===== src/rtl/frame_loader_if.sv =====
// frame_loader_if: host byte stream, frame control and LED row-buffer write port
//   master side (host/bench): drives frame_start, byte_in, byte_valid
//   slave side (frame_loader): drives byte_ready, row_data, row/panel address,
//   row_data_write_enable, busy, frame_done, frame_abort
interface frame_loader_if #(
    parameter int BYTES_PER_ROW  = 48,
    parameter int ROWS_PER_PANEL = 16,
    parameter int PANELS         = 4
);
    logic                              frame_start;
    logic [7:0]                        byte_in;
    logic                              byte_valid;
    logic                              byte_ready;
    logic [8*BYTES_PER_ROW-1:0]        row_data;
    logic [$clog2(ROWS_PER_PANEL)-1:0] row_data_row_addr;
    logic [$clog2(PANELS)-1:0]         row_data_panel_addr;
    logic                              row_data_write_enable;
    logic                              busy;
    logic                              frame_done;
    logic                              frame_abort;

    modport master (
        output frame_start, byte_in, byte_valid,
        input  byte_ready, row_data, row_data_row_addr, row_data_panel_addr,
               row_data_write_enable, busy, frame_done, frame_abort
    );

    modport slave (
        input  frame_start, byte_in, byte_valid,
        output byte_ready, row_data, row_data_row_addr, row_data_panel_addr,
               row_data_write_enable, busy, frame_done, frame_abort
    );
endinterface


===== src/rtl/frame_loader.sv =====
// frame_loader: assembles host bytes into rows and writes them panel-major into the LED row buffers
//   clk     : system clock
//   reset_n : asynchronous active-low reset
//   bus     : frame_loader_if.slave (byte stream in, row write port and frame status out)
module frame_loader #(
    parameter int BYTES_PER_ROW  = 48,
    parameter int ROWS_PER_PANEL = 16,
    parameter int PANELS         = 4
) (
    input  logic          clk,
    input  logic          reset_n,
    frame_loader_if.slave bus
);
    localparam int CW = $clog2(BYTES_PER_ROW);
    localparam int RW = $clog2(ROWS_PER_PANEL);
    localparam int PW = $clog2(PANELS);
    localparam int DW = 8 * BYTES_PER_ROW;
    localparam logic [CW-1:0] CNT_LAST   = CW'(BYTES_PER_ROW - 1);
    localparam logic [RW-1:0] ROW_LAST   = RW'(ROWS_PER_PANEL - 1);
    localparam logic [PW-1:0] PANEL_LAST = PW'(PANELS - 1);

    typedef enum logic [1:0] {IDLE, COLLECT, WRITE} state_t;

    state_t        state;
    logic [CW-1:0] cnt;
    logic          ready_q;
    logic          accept;
    logic          last_row;
    logic          last_write;

    // frame_start wins over a byte offered in the same cycle, so ready drops with it
    assign bus.byte_ready = ready_q & ~bus.frame_start;
    assign accept         = bus.byte_valid & bus.byte_ready;
    assign last_row       = bus.row_data_row_addr == ROW_LAST;
    assign last_write     = last_row && bus.row_data_panel_addr == PANEL_LAST;

    always_ff @(posedge clk or negedge reset_n) begin
        if (!reset_n) begin
            state                     <= IDLE;
            cnt                       <= '0;
            ready_q                   <= 1'b0;
            bus.row_data              <= '0;
            bus.row_data_row_addr     <= '0;
            bus.row_data_panel_addr   <= '0;
            bus.row_data_write_enable <= 1'b0;
            bus.busy                  <= 1'b0;
            bus.frame_done            <= 1'b0;
            bus.frame_abort           <= 1'b0;
        end else begin
            bus.row_data_write_enable <= 1'b0;
            bus.frame_done            <= 1'b0;
            bus.frame_abort           <= 1'b0;
            case (state)
                IDLE: begin
                    if (bus.frame_start) begin
                        state                   <= COLLECT;
                        cnt                     <= '0;
                        ready_q                 <= 1'b1;
                        bus.busy                <= 1'b1;
                        bus.row_data_row_addr   <= '0;
                        bus.row_data_panel_addr <= '0;
                    end
                end
                COLLECT: begin
                    if (bus.frame_start) begin
                        cnt                     <= '0;
                        bus.row_data_row_addr   <= '0;
                        bus.row_data_panel_addr <= '0;
                        bus.frame_abort         <= 1'b1;
                    end else if (accept) begin
                        bus.row_data <= {bus.row_data[DW-9:0], bus.byte_in};
                        if (cnt == CNT_LAST) begin
                            cnt                       <= '0;
                            state                     <= WRITE;
                            ready_q                   <= 1'b0;
                            bus.row_data_write_enable <= 1'b1;
                        end else begin
                            cnt <= cnt + 1'b1;
                        end
                    end
                end
                WRITE: begin
                    if (bus.frame_start) begin
                        // a restart landing on the final write is a clean new frame, not an abort
                        state                   <= COLLECT;
                        ready_q                 <= 1'b1;
                        bus.row_data_row_addr   <= '0;
                        bus.row_data_panel_addr <= '0;
                        bus.frame_abort         <= ~last_write;
                    end else if (last_write) begin
                        state                   <= IDLE;
                        bus.busy                <= 1'b0;
                        bus.frame_done          <= 1'b1;
                        bus.row_data_row_addr   <= '0;
                        bus.row_data_panel_addr <= '0;
                    end else begin
                        state                 <= COLLECT;
                        ready_q               <= 1'b1;
                        bus.row_data_row_addr <= last_row ? '0 : bus.row_data_row_addr + 1'b1;
                        if (last_row)
                            bus.row_data_panel_addr <= bus.row_data_panel_addr + 1'b1;
                    end
                end
                default: state <= IDLE;
            endcase
        end
    end
endmodule


===== src/flat_wrapper.sv =====
// flat-port wrapper written by rule: the top's interface ports become plain ports
module frame_loader_flat 
#(
    parameter int BYTES_PER_ROW  = 48,
    parameter int ROWS_PER_PANEL = 16,
    parameter int PANELS         = 4
)
  (clk, reset_n, bus_frame_start, bus_byte_in, bus_byte_valid, bus_byte_ready, bus_row_data, bus_row_data_row_addr, bus_row_data_panel_addr, bus_row_data_write_enable, bus_busy, bus_frame_done, bus_frame_abort);
  frame_loader_if #(.BYTES_PER_ROW(BYTES_PER_ROW), .ROWS_PER_PANEL(ROWS_PER_PANEL), .PANELS(PANELS)) bus_i ();
  input  logic clk;
  input  logic reset_n;
  input wire logic [$bits(bus_i.frame_start)-1:0] bus_frame_start;
  input wire logic [$bits(bus_i.byte_in)-1:0] bus_byte_in;
  input wire logic [$bits(bus_i.byte_valid)-1:0] bus_byte_valid;
  output wire logic [$bits(bus_i.byte_ready)-1:0] bus_byte_ready;
  output wire logic [$bits(bus_i.row_data)-1:0] bus_row_data;
  output wire logic [$bits(bus_i.row_data_row_addr)-1:0] bus_row_data_row_addr;
  output wire logic [$bits(bus_i.row_data_panel_addr)-1:0] bus_row_data_panel_addr;
  output wire logic [$bits(bus_i.row_data_write_enable)-1:0] bus_row_data_write_enable;
  output wire logic [$bits(bus_i.busy)-1:0] bus_busy;
  output wire logic [$bits(bus_i.frame_done)-1:0] bus_frame_done;
  output wire logic [$bits(bus_i.frame_abort)-1:0] bus_frame_abort;
  assign bus_i.frame_start = bus_frame_start;
  assign bus_i.byte_in = bus_byte_in;
  assign bus_i.byte_valid = bus_byte_valid;
  assign bus_byte_ready = bus_i.byte_ready;
  assign bus_row_data = bus_i.row_data;
  assign bus_row_data_row_addr = bus_i.row_data_row_addr;
  assign bus_row_data_panel_addr = bus_i.row_data_panel_addr;
  assign bus_row_data_write_enable = bus_i.row_data_write_enable;
  assign bus_busy = bus_i.busy;
  assign bus_frame_done = bus_i.frame_done;
  assign bus_frame_abort = bus_i.frame_abort;
  frame_loader #(.BYTES_PER_ROW(BYTES_PER_ROW), .ROWS_PER_PANEL(ROWS_PER_PANEL), .PANELS(PANELS)) u_core (.clk(clk), .reset_n(reset_n), .bus(bus_i));
endmodule

===== config.mk =====
export PLATFORM = sky130hd
export DESIGN_NAME = frame_loader_flat
export DESIGN_NICKNAME = d
export VERILOG_FILES = /design/src/rtl/frame_loader_if.sv /design/src/rtl/frame_loader.sv /design/src/flat_wrapper.sv
export SDC_FILE = /design/constraint.sdc
export NUM_CORES = 1
export LEC_CHECK = 0
export CAP_MARGIN = 5
export CELL_PAD_IN_SITES_DETAIL_PLACEMENT = 0
export CELL_PAD_IN_SITES_GLOBAL_PLACEMENT = 1
export CORE_ASPECT_RATIO = 0.5
export CORE_MARGIN = 5
export CORE_UTILIZATION = 36
export DETAILED_ROUTE_END_ITERATION = 10
export PLACE_DENSITY = 0.85
export SYNTH_ARGS = -nofsm -noshare
export SYNTH_HDL_FRONTEND = slang
export SYNTH_SLANG_ARGS = --single-unit

===== constraint.sdc =====
create_clock -name clk -period 1.8 [get_ports clk]
set_clock_uncertainty 0.15 [all_clocks]
set_input_delay 0.36 -clock clk [delete_from_list [all_inputs] [get_ports clk]]
set_output_delay 0.36 -clock clk [all_outputs]
set_load 0.1 [all_outputs]

==> results of run 1 <==
stage by stage:
step	total power, mW	hold WS, ns
after floorplan	21.3	-0.0856
after global placement	28.4	0.101
after detailed placement	28.6	0.102
after CTS	36.6	0.114
after global routing	37.6	0.142
final	36.6	0.123
per-layer routing:
layer | wire, um | share of wire (%) | global-route usage [%] | vias up
met5 | 0 | 0 | 0 | -
met4 | 1630 | 3.4 | 6.57 | 0
met3 | 1240 | 2.6 | 2.56 | 77
met2 | 27800 | 59 | 38.4 | 177
met1 | 16800 | 35 | 21.1 | 5164
li1 | - | - | - | 4338
power groups by stage:
stage          logic, mW  clock network, mW  registers (mW)
3_5_place_dp        16.4                  0            12.3
2_1_floorplan       1.17                  0            20.1
4_1_cts             16.4               8.08            12.1
6_report            16.6               7.91            12.1
3_3_place_gp        16.2                  0            12.2
5_1_grt             16.8               8.47            12.3
flip-flops by register name (all words and copies together) (netlist names):
| signal | count |
|---|---|
| u_core.bus.row_data | 384 |
| u_core.cnt | 6 |
| u_core.bus.row_data_row_addr | 4 |
| u_core.bus.row_data_panel_addr | 2 |
| u_core.state | 2 |
| u_core.bus.busy | 1 |
| u_core.bus.frame_abort | 1 |
| u_core.bus.frame_done | 1 |
| u_core.bus.row_data_write_enable | 1 |
| u_core.ready_q | 1 |
kinds of logic after synthesis:
kind of cell	synth area share, %
flip-flops	65.3
multiplexers	28.1
AND/OR/NAND/NOR	1.98
buffers and inverters	2.45
AO/OA/AOI/OAI	1.46
adder cells (fa/ha/maj)	0.648
XOR/XNOR	0.113
layout by cell type, fill, tap and decap left out, types with 5 or more instances in the layout:
cell type and instances:
mux2_1 282, clkbuf_16 41, buf_4 38, ha_4 5, nor2_1 12, dfrtp_1 396
o21ai_0 6, mux2_4 67, clkbuf_1 10, buf_16 6, buf_6 15, a21oi_1 7
buf_12 415, clkinv_2 10, nand2_1 9, clkbuf_8 8, clkdlybuf4s50_1 9, mux2_2 35
synthesized netlist by cell type (3+ instances only):
cell	count
nand2_1	9
and3_1	4
nor2b_1	3
ha_1	8
a21oi_1	11
inv_1	5
buf_2	3
o21ai_0	9
dfrtp_1	403
clkbuf_1	4
nand3_1	3
mux2_1	349
mux2_2	35
buf_4	30
nor2_1	16
nand2b_1	3
buf_6	9
cell type report:
| cell class | count | area (um2) |
|---|---|---|
| inverters | 6 | 25.0 |
| flip-flops and latches | 403 | 10100 |
| well taps | 577 | 722 |
| diodes | 1 | 2.50 |
| clock buffers | 56 | 1100 |
| repair buffers | 491 | 9160 |
| multi-input cells | 485 | 5440 |
| clock inverters | 14 | 114 |
| fillers | 2792 | 15500 |
worst max-delay path by stage:
stage               slack, ns                                    to                        start  cells past startpoint
floorplan               -0.15  u_core.bus.row_data[237]$_DFFE_PN0P_  u_core.state[1]$_DFFE_PN0P_                      8
global placement        -0.36  u_core.bus.row_data[306]$_DFFE_PN0P_              bus_frame_start                      6
detailed placement      -0.39           u_core.state[0]$_DFFE_PN0P_              bus_frame_start                      6
CTS                     -0.11  u_core.bus.row_data[347]$_DFFE_PN0P_  u_core.state[1]$_DFFE_PN0P_                      8
global route            -0.21  u_core.bus.row_data[370]$_DFFE_PN0P_  u_core.state[1]$_DFFE_PN0P_                      8
finish                  -0.14  u_core.bus.row_data[370]$_DFFE_PN0P_  u_core.state[0]$_DFFE_PN0P_                      7
timing repair:
item                                    CTS  global route
hold endpoints to repair                302             0
pin swaps                                 9            13
endpoints found under the setup margin  385           399
cloned                                    1             3
buffers inserted                         10             6
hold buffers                              1             0
gates resized for setup                  48            85
critical path: cells and delay by family, from the launching register on:
kind,cells,cell delay [ns]
flip-flops,1,0.44
multiplexers,1,0.34
buffers and inverters,3,0.51
adder cells (fa/ha/maj),1,0.19
AND/OR/NAND/NOR,2,0.18
==> results by group, run 1 <==
Outcome
  • Status: complete, but fails checks
  • Failing checks: setup timing

Place
  • Placed cell count: 1942
  • Area of placed instances: 24700 um2
  • RePlAce Congestion: 0.829
  • Setup slack at placement: -0.388 ns
  • Post-detail-place hpwl: 35100 um
  • PortBufs: 406

Timing
  • Worst setup margin: -0.139 ns
  • Hold Fails Final Rpt: 0
  • Relative slew slack: 72.5%
  • Unrepaired setup endpoints after global routing: true
  • Setup violators final: 355
  • Tmin final: 1.94 ns
  • Slew @ Worst Pin: 0.413 ns
  • Setup TNS: -23.26 ns
  • Period utilisation layout: 108%
  • Final-report max-slew violation count: 0
  • Fmax: 516 MHz

Clock network
  • Clock-pin slew on the worst setup and hold paths: 0.06 ns
  • Clock Sinks: 403
  • Worst-skew pair later-pin latency: 0.55 ns
  • Root Buffer: clkbuf_16
  • CTS H-tree lvls: 2
  • TritonCTS clock tree: built
  • CTS max path bufs: 3
  • Cts bufs inserted: 38

Layout
  • Area Growth Syn to Fin: 72.6%
  • Share of layout cells above drive strength 1: 46.7%
  • Fin util: 63.2%
  • Nets: 1445
  • Fin area: 26700 um2
  • Non-filler cells, final: 2033

GRT
  • Initial antenna violation count: 1
  • Vias in the first global route: 10742
  • First-pass GRT wire length: 70400 um
  • Total Routing Usage GR: 19.3%
  • Largest net degree at the start of global routing: 55
  • Grt ovf: 0

Synth
  • Register area share after synthesis: 65.3%
  • Synth warn: 0
  • Distinct cell type count after synthesis: 45
  • Largest area contributor in the netlist: dfrtp_1
  • Top FF cell, synth: dfrtp_1
  • Syn Inst Count: 940
  • Mapped Area: 15400 um2
  • Synth Register Bits: 403
  • Post-Syn Nets: 960
  • Post-synth top area share: 65.3%
  • Synth area leaders: dfrtp_1 (65%), mux2_1 (25%), mux2_2 (2.6%), buf_4 (1.5%), buf_6 (0.66%)
  • Async set-reset flop share out of synthesis: 100%
  • Number of flops mapped to enable cells by yosys: 0
  • Mean post-synth cell area: 16.4 um2

Floorplanning
  • Die area: 47400 um2
  • IO Pins: 407
  • Core ar.: 42200 um2
  • Initial Util: 36.6%
  • Row count: 53
  • Chip width: 303 um
  • Die Ht: 156 um

Critical path
  • Max FO, Critical Path: 15
  • Worst reg2reg endpoint: u_core.bus.row_data[370]$_DFFE_PN0P_
  • Max incr delay on CP: 0.44 ns
  • WS Path Type: register to register
  • Slowest CP cell: dfrtp_2
  • Startpoint Class: register
  • CP Cell Sequence: ha_4 -> inv_4 -> nor2_4 -> nand3_4 -> buf_12 -> clkbuf_16 -> mux2_1
  • Reg2reg path depth: 7
  • Endpoint class of the critical path: register
  • Reg2reg start: u_core.state[0]$_DFFE_PN0P_
  • Critical Path RT: 2.07 ns
  • Flop2flop setup slack: -0.14 ns
  • Arrival @ worst endpoint: 2.21 ns

Power and ir drop
  • Power per cell area: 1370 nW/um2
  • P_leak: 12.8 nW
  • Combinational Power Share: 45.2%
  • Sw Share: 44.2%
  • Net Sw Power: 16.2 mW
  • Clock Power Share: 21.6%
  • Reg power frac: 33.1%
  • IR drop worst, VDD: 1.32 mV
  • Power Internal: 20.4 mW

Drt
  • Initial drt markers: 535
  • DR WL/cell: 23.4 um
  • Via/cell ratio: 4.80
  • First-pass detailed-route iteration total: 4
  • Via count: 9756
  • Routed WL: 47500 um
  • DRC errors left: 0
  • ANT nets after route: 0

Job
  • Max-Cap Viols: 0

Worst hold path
  • Worst min path class: input pin to asynchronous set/reset pin
(Power assumes the default switching activity.)
==> inputs of run 2 (changes only) <==
--- a/config.mk
+++ b/config.mk
@@ -7,2 +7,3 @@
 export LEC_CHECK = 0
+export ABC_AREA = 1
 export CAP_MARGIN = 5
@@ -12,4 +13,5 @@
 export CORE_MARGIN = 5
-export CORE_UTILIZATION = 36
+export CORE_UTILIZATION = 33
 export DETAILED_ROUTE_END_ITERATION = 10
+export MAX_ROUTING_LAYER = met4
 export PLACE_DENSITY = 0.85
--- a/constraint.sdc
+++ b/constraint.sdc
@@ -4,2 +4,2 @@
 set_output_delay 0.36 -clock clk [all_outputs]
-set_load 0.1 [all_outputs]
+set_load 0.01 [all_outputs]
==> run 2 against run 1 <==
  * The run now ends clean
  * First-iteration DRC count is 110% higher
  * Sequential share of layout area is 5.6 points higher
  * Fmax rose by 8.3%
  * Sequential power decreased by 7%
  * Global-route usage increased by 0.77 points
  * Register-to-register slack improved by 0.15 ns
==> results by group, run 2 <==
Floorplanning
  • Die area: 53700 um2 (+13%)
  • Die Ht: 166 um (+6.3%)
  • Core ar.: 48400 um2 (+15%)
  • IO Pins: 407 (unchanged)
  • Initial Util: 33.3% (-3.3 points)
  • Chip width: 323 um (+6.5%)
  • Row count: 57 (+7.5%)

Timing
  • Unrepaired setup endpoints after global routing: true
  • Setup violators final: 0 (-100%)
  • Fmax: 559 MHz (+8.3%)
  • Period utilisation layout: 99.5% (-8.3 points)
  • Fin Hold WS: 0.180 ns (+0.0568 ns)
  • Tmin final: 1.79 ns (-0.149 ns)
  • Hold Fails Final Rpt: 0 (unchanged)
  • Slew @ Worst Pin: 0.472 ns (+0.0592 ns)
  • Final-report max-slew violation count: 0 (unchanged)
  • Relative slew slack: 68.5% (-3.9 points)

Layout
  • Area Growth Syn to Fin: 43.9%
  • N_diodes: 0 (-1)
  • Nets: 2306 (+60%)
  • Share of layout cells above drive strength 1: 12.7% (-34 points)
  • Max reg flops: 384 (unchanged)
  • FF/Latch Area: 10100 um2 (-0.15%)
  • Most flops, register: u_core.bus.row_data
  • FILL cells: 4598 (+65%)
  • Largest registers: u_core.bus.row_data (384), u_core.cnt (6), u_core.bus.row_data_row_addr (4)
  • Commonest non-fill, non-tap cells in the layout: nand2_1 (794), dfrtp_1 (400), o21ai_0 (234)
  • Commonest non-fill, non-tap cell in the layout: nand2_1
  • Multi-input logic area: 5440 um2 (about the same)

Power and ir drop
  • Power per cell area: 1190 nW/um2 (-14%)
  • Total power: 27.6 mW (-25%)
  • P_leak: 13.0 nW (+1.6%)
  • IR drop worst, VDD: 0.672 mV (-49%)

Synth
  • Simple-Gate Fraction of Synth Area: 19.8% (+18 points)
  • Synth Area in XOR/XNOR: 0.0543% (-0.059 points)
  • Post-synthesis adder-cell area fraction: 0.621% (-0.027 points)
  • Post-Syn Nets: 1820 (+90%)
  • Synth area leaders: dfrtp_1 (63%), nand2_1 (19%), o21ai_0 (12%), clkbuf_1 (1.8%), buf_4 (0.93%)
  • Synth Area in Compound Gates: 12.6% (+11 points)
  • Syn Inst Count: 1800 (+91%)
  • Mean post-synth cell area: 8.96 um2 (-45%)
  • Synth top cells by count: nand2_1 (796), dfrtp_1 (403), o21ai_0 (394)
  • Mux contribution to synthesized area: 0.0621% (-28 points)
  • Post-synth top area share: 62.5% (-2.8 points)
  • Largest area contributor in the netlist: dfrtp_1
  • Synth warn: 0 (unchanged)
  • Mapped Area: 16100 um2 (+4.4%)
  • Async set-reset flop share out of synthesis: 100% (unchanged)
  • Largest family of logic cells by synthesized area: simple AND/OR/NAND/NOR gates
  • Synth Register Bits: 403 (unchanged)
  • Top-count cell post-synth: nand2_1
  • Distinct cell type count after synthesis: 32 (-29%)
  • Top FF cell, synth: dfrtp_1
  • Number of flops mapped to enable cells by yosys: 0 (unchanged)
  • Register area share after synthesis: 62.5% (-2.8 points)

Place
  • PortBufs: 406 (unchanged)
  • RePlAce Congestion: 0.843 (+1.8%)
  • Post-detail-place hpwl: 38000 um (+8.3%)

GRT
  • Total Routing Usage GR: 20.1% (+0.77 points)
  • Initial antenna violation count: 0 (-1)
  • Grt ovf: 0 (unchanged)
  • Largest net degree at the start of global routing: 64 (+16%)
  • First-pass GRT wire length: 83400 um (+18%)
  • Vias in the first global route: 13889 (+29%)

Critical path
  • Flop2flop setup slack: 0.01 ns (+0.15 ns)
  • Slowest CP cell: dfrtp_1
  • Arrival @ worst endpoint: 2.05 ns (-0.16 ns)
  • Most frequent CP cell: inv_2
  • Max incr delay on CP: 0.38 ns (-0.06 ns)
  • WS Path Type: register to register
  • Reg2reg start: u_core.state[1]$_DFFE_PN0P_
  • Startpoint Class: register
  • CP Cell Sequence: inv_2 -> ha_4 -> inv_2 -> nor2_2 -> buf_4 -> inv_8 -> buf_12 -> o21ai_0 -> nand2_1
  • Reg2reg path depth: 9 (+2)
  • Endpoint class of the critical path: register
  • Critical Path RT: 2.06 ns (about the same)
  • Worst reg2reg endpoint: u_core.bus.row_data[377]$_DFFE_PN0P_
  • Max FO, Critical Path: 60 (+45)

Clock network
  • CTS H-tree lvls: 2 (unchanged)
  • Clock-pin slew on the worst setup and hold paths: 0.06 ns (about the same)
  • CTS max path bufs: 3 (unchanged)
  • Clock Sinks: 403 (unchanged)
  • TritonCTS clock tree: built
  • Cts bufs inserted: 40 (+5.3%)
  • Worst-skew pair later-pin latency: 0.56 ns (about the same)
  • Root Buffer: clkbuf_16

Drt
  • Via count: 14074 (+44%)
  • DR WL/cell: 18.2 um (-22%)
  • ANT nets after route: 0 (unchanged)
  • DRC errors left: 0 (unchanged)
  • Via/cell ratio: 4.75 (-1.1%)
  • First-pass detailed-route iteration total: 5 (+1)
  • Initial drt markers: 1100 (+110%)
  • Routed WL: 54000 um (+14%)

Job
  • Max-Cap Viols: 0 (unchanged)

Worst hold path
  • Worst min path class: input pin to asynchronous set/reset pin

Outcome
  • Status: complete, no violations
run 2: how the worst max path moves through the flow:
stage	slack, ns	startpoint	endpoint
finish	0.01	u_core.state[1]$_DFFE_PN0P_	u_core.bus.row_data[377]$_DFFE_PN0P_
detailed placement	-0.30	bus_byte_valid	u_core.bus.row_data[368]$_DFFE_PN0P_
CTS	0.00005	u_core.bus.row_data[8]$_DFFE_PN0P_	bus_row_data[8]
global route	-0.07	u_core.state[0]$_DFFE_PN0P_	u_core.cnt[3]$_DFFE_PN0P_
global placement	-0.28	bus_frame_start	u_core.cnt[3]$_DFFE_PN0P_
floorplan	0.003	u_core.state[1]$_DFFE_PN0P_	u_core.bus.row_data[0]$_DFFE_PN0P_
run 2: worst max-delay path, delay by kind of cell (launching register included):
family / cells / cell delay [ns]
compound gates: 1 / 0.19
flops: 1 / 0.38
fa+ha+maj: 1 / 0.16
simple gates: 2 / 0.15
buf+inv: 5 / 0.56
run 2: per-layer routing:
| layer | vias up | global-route usage (%) | part of all wire [%] |
|---|---|---|---|
| met2 | 320 | 35.2 | 52 |
| met3 | 136 | 3.12 | 3.5 |
| met1 | 6853 | 22.3 | 38 |
| met4 | 0 | 9.92 | 6.0 |
| met5 | - | - | 0 |
| li1 | 6765 | - | - |
run 2: cells by family (layout without fill, tap and decap cells):
family | Yosys count | in the layout
compound gates | 405 | 405
xor+xnor | 1 | 1
fa+ha+maj | 8 | 8
buf+inv | 149 | 664
flops | 403 | 403
mux | 1 | 1
simple gates | 833 | 833
run 2: repair_timing:
action,in CTS,in global routing
pin swaps,1,0
setup buffers,40,25
gates cloned,1,3
setup endpoints to repair,410,222
hold endpoints to repair,319,0
resized for setup,533,271
hold buffers,1,0
run 2: metrics by stage:
step	util (%)	cell area, um2	setup slack (ns)	instances	setup TNS (ns)
floorplan	-	16100	0.00297	1800	0
global placement	44.4	21500	-0.279	2823	-87.51
detailed placement	44.4	21500	-0.298	2823	-99.95
CTS	47.2	22900	0.0000471	2936	0
global route	47.9	23200	-0.0692	2964	-4.67
finish	47.9	23200	0.00951	2964	0
run 2: area by class of cell:
| type | count | area share (%) |
|---|---|---|
| tap | 649 | 3.50 |
| clock buffer | 59 | 5.11 |
| clock inverter | 12 | 0.755 |
| sequential | 403 | 43.5 |
| multi-input combinational | 1248 | 23.4 |
| inverter | 21 | 0.404 |
| timing repair buffer | 572 | 23.3 |
run 2: power breakdown:
group	internal, mW	switching [mW]	total [mW]	leakage (nW)
Combinational	3.03	4.45	7.47	6.86
Sequential	10.3	1.04	11.3	5.46
Clock	5.15	3.63	8.77	0.671
